### config.mk
export PLATFORM = sky130hd
export DESIGN_NAME = traffic_phase_ctrl
export DESIGN_NICKNAME = d
export VERILOG_FILES = /design/src/rtl/traffic_pkg.sv /design/src/rtl/phase_timer.sv /design/src/rtl/traffic_phase_ctrl.sv
export SDC_FILE = /design/constraint.sdc
export NUM_CORES = 1
export LEC_CHECK = 0
export BUFFER_PORTS_ARGS = -buffer_cell sky130_fd_sc_hd__buf_2
export CAP_MARGIN = 20
export CORE_UTILIZATION = 55
export DETAILED_ROUTE_END_ITERATION = 16
export PLACE_DENSITY = 0.87
export SYNTH_ARGS = -nofsm -noshare
export SYNTH_HDL_FRONTEND = slang
export SYNTH_SLANG_ARGS = --single-unit
### constraint.sdc
create_clock -name clk -period 3.4 [get_ports clk]
set_input_delay 0.34 -clock clk [delete_from_list [all_inputs] [get_ports clk]]
set_output_delay 0.34 -clock clk [all_outputs]
set_load 0.005 [all_outputs]
### src/rtl/traffic_pkg.sv
// Shared definitions for the traffic phase controller: state codes, light
// encodings and a small helper used to size the phase counter.
package traffic_pkg;

  typedef enum logic [2:0] {
    NS_GREEN  = 3'd0,
    NS_YELLOW = 3'd1,
    ALL_RED1  = 3'd2,
    EW_GREEN  = 3'd3,
    EW_YELLOW = 3'd4,
    ALL_RED2  = 3'd5,
    PED_WALK  = 3'd6,
    EMERG     = 3'd7
  } phase_t;

  typedef enum logic {
    DIR_NS = 1'b0,
    DIR_EW = 1'b1
  } dir_t;

  // Lamp encoding is {R,Y,G}, one-hot.
  localparam logic [2:0] RED    = 3'b100;
  localparam logic [2:0] YELLOW = 3'b010;
  localparam logic [2:0] GREEN  = 3'b001;

  function automatic int max_of4(input int a, input int b, input int c, input int d);
    int m;
    m = a;
    if (b > m) m = b;
    if (c > m) m = c;
    if (d > m) m = d;
    return m;
  endfunction

endpackage

### src/rtl/phase_timer.sv
// Loadable down-counter that measures phase length in timebase ticks.
// It stops at zero instead of wrapping and can be frozen.
module phase_timer #(
  parameter int             W         = 5,
  parameter logic [W-1:0]   RESET_VAL = '0
) (
  input  logic         clk,
  input  logic         reset,
  input  logic         load,
  input  logic [W-1:0] load_val,
  input  logic         tick,
  input  logic         freeze,
  output logic [W-1:0] value,
  output logic         zero
);

  always_ff @(posedge clk or posedge reset) begin
    if (reset) begin
      value <= RESET_VAL;
    end else if (load) begin
      value <= load_val;
    end else if (tick && !freeze && (value != '0)) begin
      value <= value - 1'b1;
    end
  end

  assign zero = (value == '0);

endmodule

### src/rtl/traffic_phase_ctrl.sv
// Two-direction intersection phase controller with pedestrian walk insertion
// and an emergency all-red override; phase timing comes from phase_timer.
module traffic_phase_ctrl #(
  parameter int T_GREEN  = 30,
  parameter int T_YELLOW = 4,
  parameter int T_ALLRED = 2,
  parameter int T_PED    = 10
) (
  input  logic       clk,
  input  logic       reset,
  input  logic       tick,
  input  logic       ped_req,
  input  logic       emergency,
  output logic [2:0] ns_light,
  output logic [2:0] ew_light,
  output logic       walk,
  output logic       ped_ack,
  output logic [2:0] phase
);
  import traffic_pkg::*;

  localparam int CW = $clog2(max_of4(T_GREEN, T_YELLOW, T_ALLRED, T_PED) + 1);

  localparam logic [CW-1:0] LD_GREEN  = CW'(T_GREEN - 1);
  localparam logic [CW-1:0] LD_YELLOW = CW'(T_YELLOW - 1);
  localparam logic [CW-1:0] LD_ALLRED = CW'(T_ALLRED - 1);
  localparam logic [CW-1:0] LD_PED    = CW'(T_PED - 1);

  phase_t          state, state_n;
  dir_t            next_green;
  logic [CW-1:0]   remain;
  logic [CW-1:0]   load_val;
  logic            load;
  logic            t_zero;
  logic            expire;
  logic            ped_q;
  logic            ped_pending;
  logic            ped_edge;
  logic            enter_ped;

  phase_timer #(
    .W         (CW),
    .RESET_VAL (LD_ALLRED)
  ) u_timer (
    .clk      (clk),
    .reset    (reset),
    .load     (load),
    .load_val (load_val),
    .tick     (tick),
    .freeze   (state == EMERG),
    .value    (remain),
    .zero     (t_zero)
  );

  assign expire    = tick && t_zero;
  assign ped_edge  = ped_req && !ped_q;
  assign enter_ped = (state_n == PED_WALK) && (state != PED_WALK);

  always_ff @(posedge clk or posedge reset) begin
    if (reset) begin
      state <= ALL_RED2;
    end else begin
      state <= state_n;
    end
  end

  // Emergency is checked before expiry everywhere except yellow, which always
  // runs its full clearance before the override takes effect.
  always_comb begin
    state_n = state;
    case (state)
      NS_GREEN:  if (emergency || expire) state_n = NS_YELLOW;
      NS_YELLOW: if (expire) state_n = emergency ? EMERG : ALL_RED1;
      ALL_RED1: begin
        if (emergency)   state_n = EMERG;
        else if (expire) state_n = ped_pending ? PED_WALK : EW_GREEN;
      end
      EW_GREEN:  if (emergency || expire) state_n = EW_YELLOW;
      EW_YELLOW: if (expire) state_n = emergency ? EMERG : ALL_RED2;
      ALL_RED2: begin
        if (emergency)   state_n = EMERG;
        else if (expire) state_n = ped_pending ? PED_WALK : NS_GREEN;
      end
      PED_WALK: begin
        if (emergency)   state_n = EMERG;
        else if (expire) state_n = (next_green == DIR_NS) ? NS_GREEN : EW_GREEN;
      end
      EMERG:     if (!emergency) state_n = ALL_RED2;
      default:   state_n = ALL_RED2;
    endcase
  end

  // Every state change restarts the timer with the full length of the new state.
  always_comb begin
    load     = (state_n != state);
    load_val = '0;
    case (state_n)
      NS_GREEN, EW_GREEN:   load_val = LD_GREEN;
      NS_YELLOW, EW_YELLOW: load_val = LD_YELLOW;
      ALL_RED1, ALL_RED2:   load_val = LD_ALLRED;
      PED_WALK:             load_val = LD_PED;
      default:              load_val = '0;
    endcase
  end

  // Pedestrian request/acknowledge: a rising edge of ped_req is held as a
  // pending request; ped_ack is a single-cycle pulse in the first cycle of the
  // walk that serves it, and edges seen while entering or inside the walk are dropped.
  always_ff @(posedge clk or posedge reset) begin
    if (reset) begin
      ped_q       <= 1'b0;
      ped_pending <= 1'b0;
      ped_ack     <= 1'b0;
      next_green  <= DIR_NS;
    end else begin
      ped_q   <= ped_req;
      ped_ack <= enter_ped;
      if (enter_ped) begin
        ped_pending <= 1'b0;
        next_green  <= (state == ALL_RED1) ? DIR_EW : DIR_NS;
      end else if (ped_edge && (state != PED_WALK)) begin
        ped_pending <= 1'b1;
      end
    end
  end

  always_comb begin
    ns_light = RED;
    ew_light = RED;
    walk     = 1'b0;
    case (state)
      NS_GREEN:  ns_light = GREEN;
      NS_YELLOW: ns_light = YELLOW;
      EW_GREEN:  ew_light = GREEN;
      EW_YELLOW: ew_light = YELLOW;
      PED_WALK:  walk     = 1'b1;
      default:   ;
    endcase
  end

  assign phase = state;

endmodule

==> summary.md <==
| Metric | Value |
|---|---|
| Share of cells above drive strength 1 | `between 20% and 30%` |
| Slew Viols, Final | `0` |
| First-pass GRT wire length | `3960 um` |
| Vias in the first global route | `between 800 and 900` |
| Area Growth Syn to Fin | `10.1%` |
| Clk network pwr share | `around 8%` |
| Combinational share of power | `between 60% and 70%` |
| Io pins | `16` |
| CTS Buf Count | `3` |
| RSZ-0062 raised after global routing | `no` |
| Critical Path AT | `between 2 and 3 ns` |
| Yosys warns | `0` |
| WP data required | `~3.6 ns` |
| Total wire length | `2470 um` |
| # setup viols final | `0` |
| Largest net degree at the start of global routing | `25` |
| Sequential share of power | `a little under a third` |
| Via count | `about 1000` |
| Chip height | `between 40 and 50 um` |
| Final net count | `~140` |
| Vias per inst | `6.46` |
| Resized cells post-CTS | `0` |
| Final core utilization | `64.7%` |
| Final worst path period need | `between 2 and 2.5 ns` |
| Worst R2R Setup Slack | `0.96 ns` |
| FILL cells | `about 160` |
| Initial antenna violation count | `0` |
| Commonest non-fill, non-tap cell in the layout | `buf_2` |
| Latest clock arrival within the worst-skew pair | `approximately 0.27 ns` |
| Setup TNS | `0 ns` |
| Critical Path Start Type | `flop` |
| Status | `finished clean` |
| Skew final | `about 0.0079 ns` |
| Post-synthesis sequential area ratio | `between 20% and 30%` |
| GP Congestion | `0.916` |
| DRC Markers | `0` |
| Starting DRC count in detailed routing | `51` |
| Setup bufs post-CTS | `0` |
| Worst slew pin tran | `about 0.51 ns` |
| Netlist cell types | `between 40 and 50` |
| Rows | `15` |
| Number of enable flip-flop cells after synthesis | `0` |
| Sinks on Clock Net | `12` |
| Main synth FF type | `dfrtp_1` |
| Ys async rst share | `between 90% and 100%` |
| Hold/Removal Path Class | `input pin to asynchronous set/reset pin` |
| CTS Buffer Depth | `2` |
| Root buf cell | `clkbuf_4` |
| Routed wire per std cell | `15.6 um` |
| Fin Hold WS | `0.0494 ns` |
| Number of synthesized register bits | `12` |
| Full die area | `2020 sq um` |
| Antenna viol nets, final | `0` |
| Crit path kind | `flop to flop` |
| Max_cap viols | `0` |
| TritonCTS clock tree | `built` |
| Max transition margin | `65.8%` |
| 1st-pass router iterations | `4` |
| Gr ovfl total | `0` |
| Crit path max fanout | `6` |
| Mapped Area | `1010 sq um` |
| Leakage power | `around 0.5 nW` |
| Post-Syn Instances | `approximately 120` |
| Worst setup EP type | `flop` |
| Total GRT Usage | `between 20% and 30%` |
| Worst vdd ir | `between 0.0005 and 0.0006 V` |
| Syn_area_per_cell | `8.39 sq um` |
| Final cell count without fillers | `between 150 and 200` |
| Fin crit share | `just over 70%` |
| Most frequent cells in the layout | `buf_2 (15), inv_1 (12), nor2_1 (9), dfrtp_1 (9), a21oi_1 (8)` |
| Switch share | `~50%` |
| Fmax | `around 410 MHz` |
| Core ar. | `roughly 1700 sq um` |
| Chip width | `around 45 um` |
| Syn_nets | `between 100 and 150` |
| Cells after DPL | `around 150` |
| Post-DP HPWL | `~1900 um` |
| Final Hold Viols | `0` |
| H-tree levels | `1` |
| Port bufs | `15` |
| Antenna Cells | `0` |
| Initial core utilization | `58.8%` |
| P_sw | `roughly 0.56 mW` |
| Power Dens Cells | `slightly below 1000 nW/um^2` |
| Internal power | `~0.55 mW` |
| # hold bufs at CTS | `0` |
| Clk slew on worst S/H paths | `0.07 ns` |
==> registers in the layout, summed over array words and instances, names as in the netlist <==
| signal | cells |
|---|---|
| next_green | 1 |
| ped_ack | 1 |
| phase | 3 |
| u_timer.value | 5 |
| ped_pending | 1 |
| ped_q | 1 |
==> final timing paths <==
| path | from | to | depth (start not counted) |
|---|---|---|---|
| setup / recovery | u_timer.value[0] | u_timer.value[4] | 8 |
| setup reg to reg | u_timer.value[0] | u_timer.value[4] | 8 |
| hold / removal | reset | u_timer.value[3] | 2 |
| hold reg to reg | ped_q | ped_pending | 2 |
| max in group asynchronous | reset | phase[2] | 2 |
| min in group clk | ped_req | ped_q | 1 |
==> stage by stage <==
step           total power, mW  setup slack (ns)  cell area, sq um
2_1_floorplan            0.837              1.28              1010
3_3_place_gp             0.981              1.03              1090
3_5_place_dp              1.01             0.991              1090
4_1_cts                   1.11             0.963              1120
5_1_grt                   1.19             0.747              1120
6_report                  1.11             0.955              1120
==> layout make-up <==
| type | count | area, sq um | share of cell area, % |
|---|---|---|---|
| multi-input cells | 89 | 632 | 56.6 |
| flip-flops and latches | 12 | 304 | 27.2 |
| clock buffers | 4 | 26.3 | 2.35 |
| inverters | 13 | 48.8 | 4.37 |
| repair buffers | 15 | 75.1 | 6.72 |
| well taps | 25 | 31.3 | 2.80 |
==> routing by layer <==
metal	track usage [%]	routed length, um
met2	43.8	1190
met5	0	0
met4	13.3	72
met1	35.5	1030
met3	2.00	175
==> synth_stat cells, drive strengths merged, types with 2 or more instances <==
master | count | share of area, %
inv | 13 | 4.8
dfrtp | 9 | 22
nor2 | 9 | 3.3
a21oi | 8 | 3.9
nand2 | 7 | 2.8
o21ai | 7 | 3.5
nand3 | 6 | 3.0
nor3 | 5 | 3.5
a31oi | 4 | 2.5
clkbuf | 4 | 1.5
a22oi | 3 | 2.7
buf | 3 | 1.5
dfstp | 3 | 7.8
nand2b | 3 | 1.8
xnor2 | 3 | 2.6
a211oi | 2 | 2.0
and3 | 2 | 1.2
ha | 2 | 2.5
mux2i | 2 | 2.0
o211ai | 2 | 1.5
o31ai | 2 | 3.3
o32ai | 2 | 2.5
==> power by group through the flow <==
stage          Sequential, mW  Combinational, mW  Clock [mW]
2_1_floorplan           0.274              0.563           0
3_3_place_gp            0.336              0.645           0
3_5_place_dp            0.340              0.669           0
4_1_cts                 0.338              0.674      0.0927
5_1_grt                 0.356              0.740      0.0982
6_report                0.343              0.679      0.0892
==> kinds of logic (layout without fill, tap and decap cells) <==
kind of cell    count (synthesis)  count (layout)  synth area share (%)
xor+xnor                        4               4                  3.45
mux                             2               2                  1.97
flops                          12              12                  30.0
compound gates                 41              41                  31.3
fa+ha+maj                       2               2                  2.47
buf+inv                        20              32                  7.77
simple gates                   40              40                  23.1
==> critical path, stage by stage (launching register included) <==
cell and delay, ns:
dfstp_2 0.37, inv_1 0.10, ha_1 0.18, or4b_1 0.61, nor3_2 0.28, nor3_1 0.09
a22oi_1 0.32, nand2_1 0.21, mux2i_1 0.16
(Power assumes the default switching activity.)
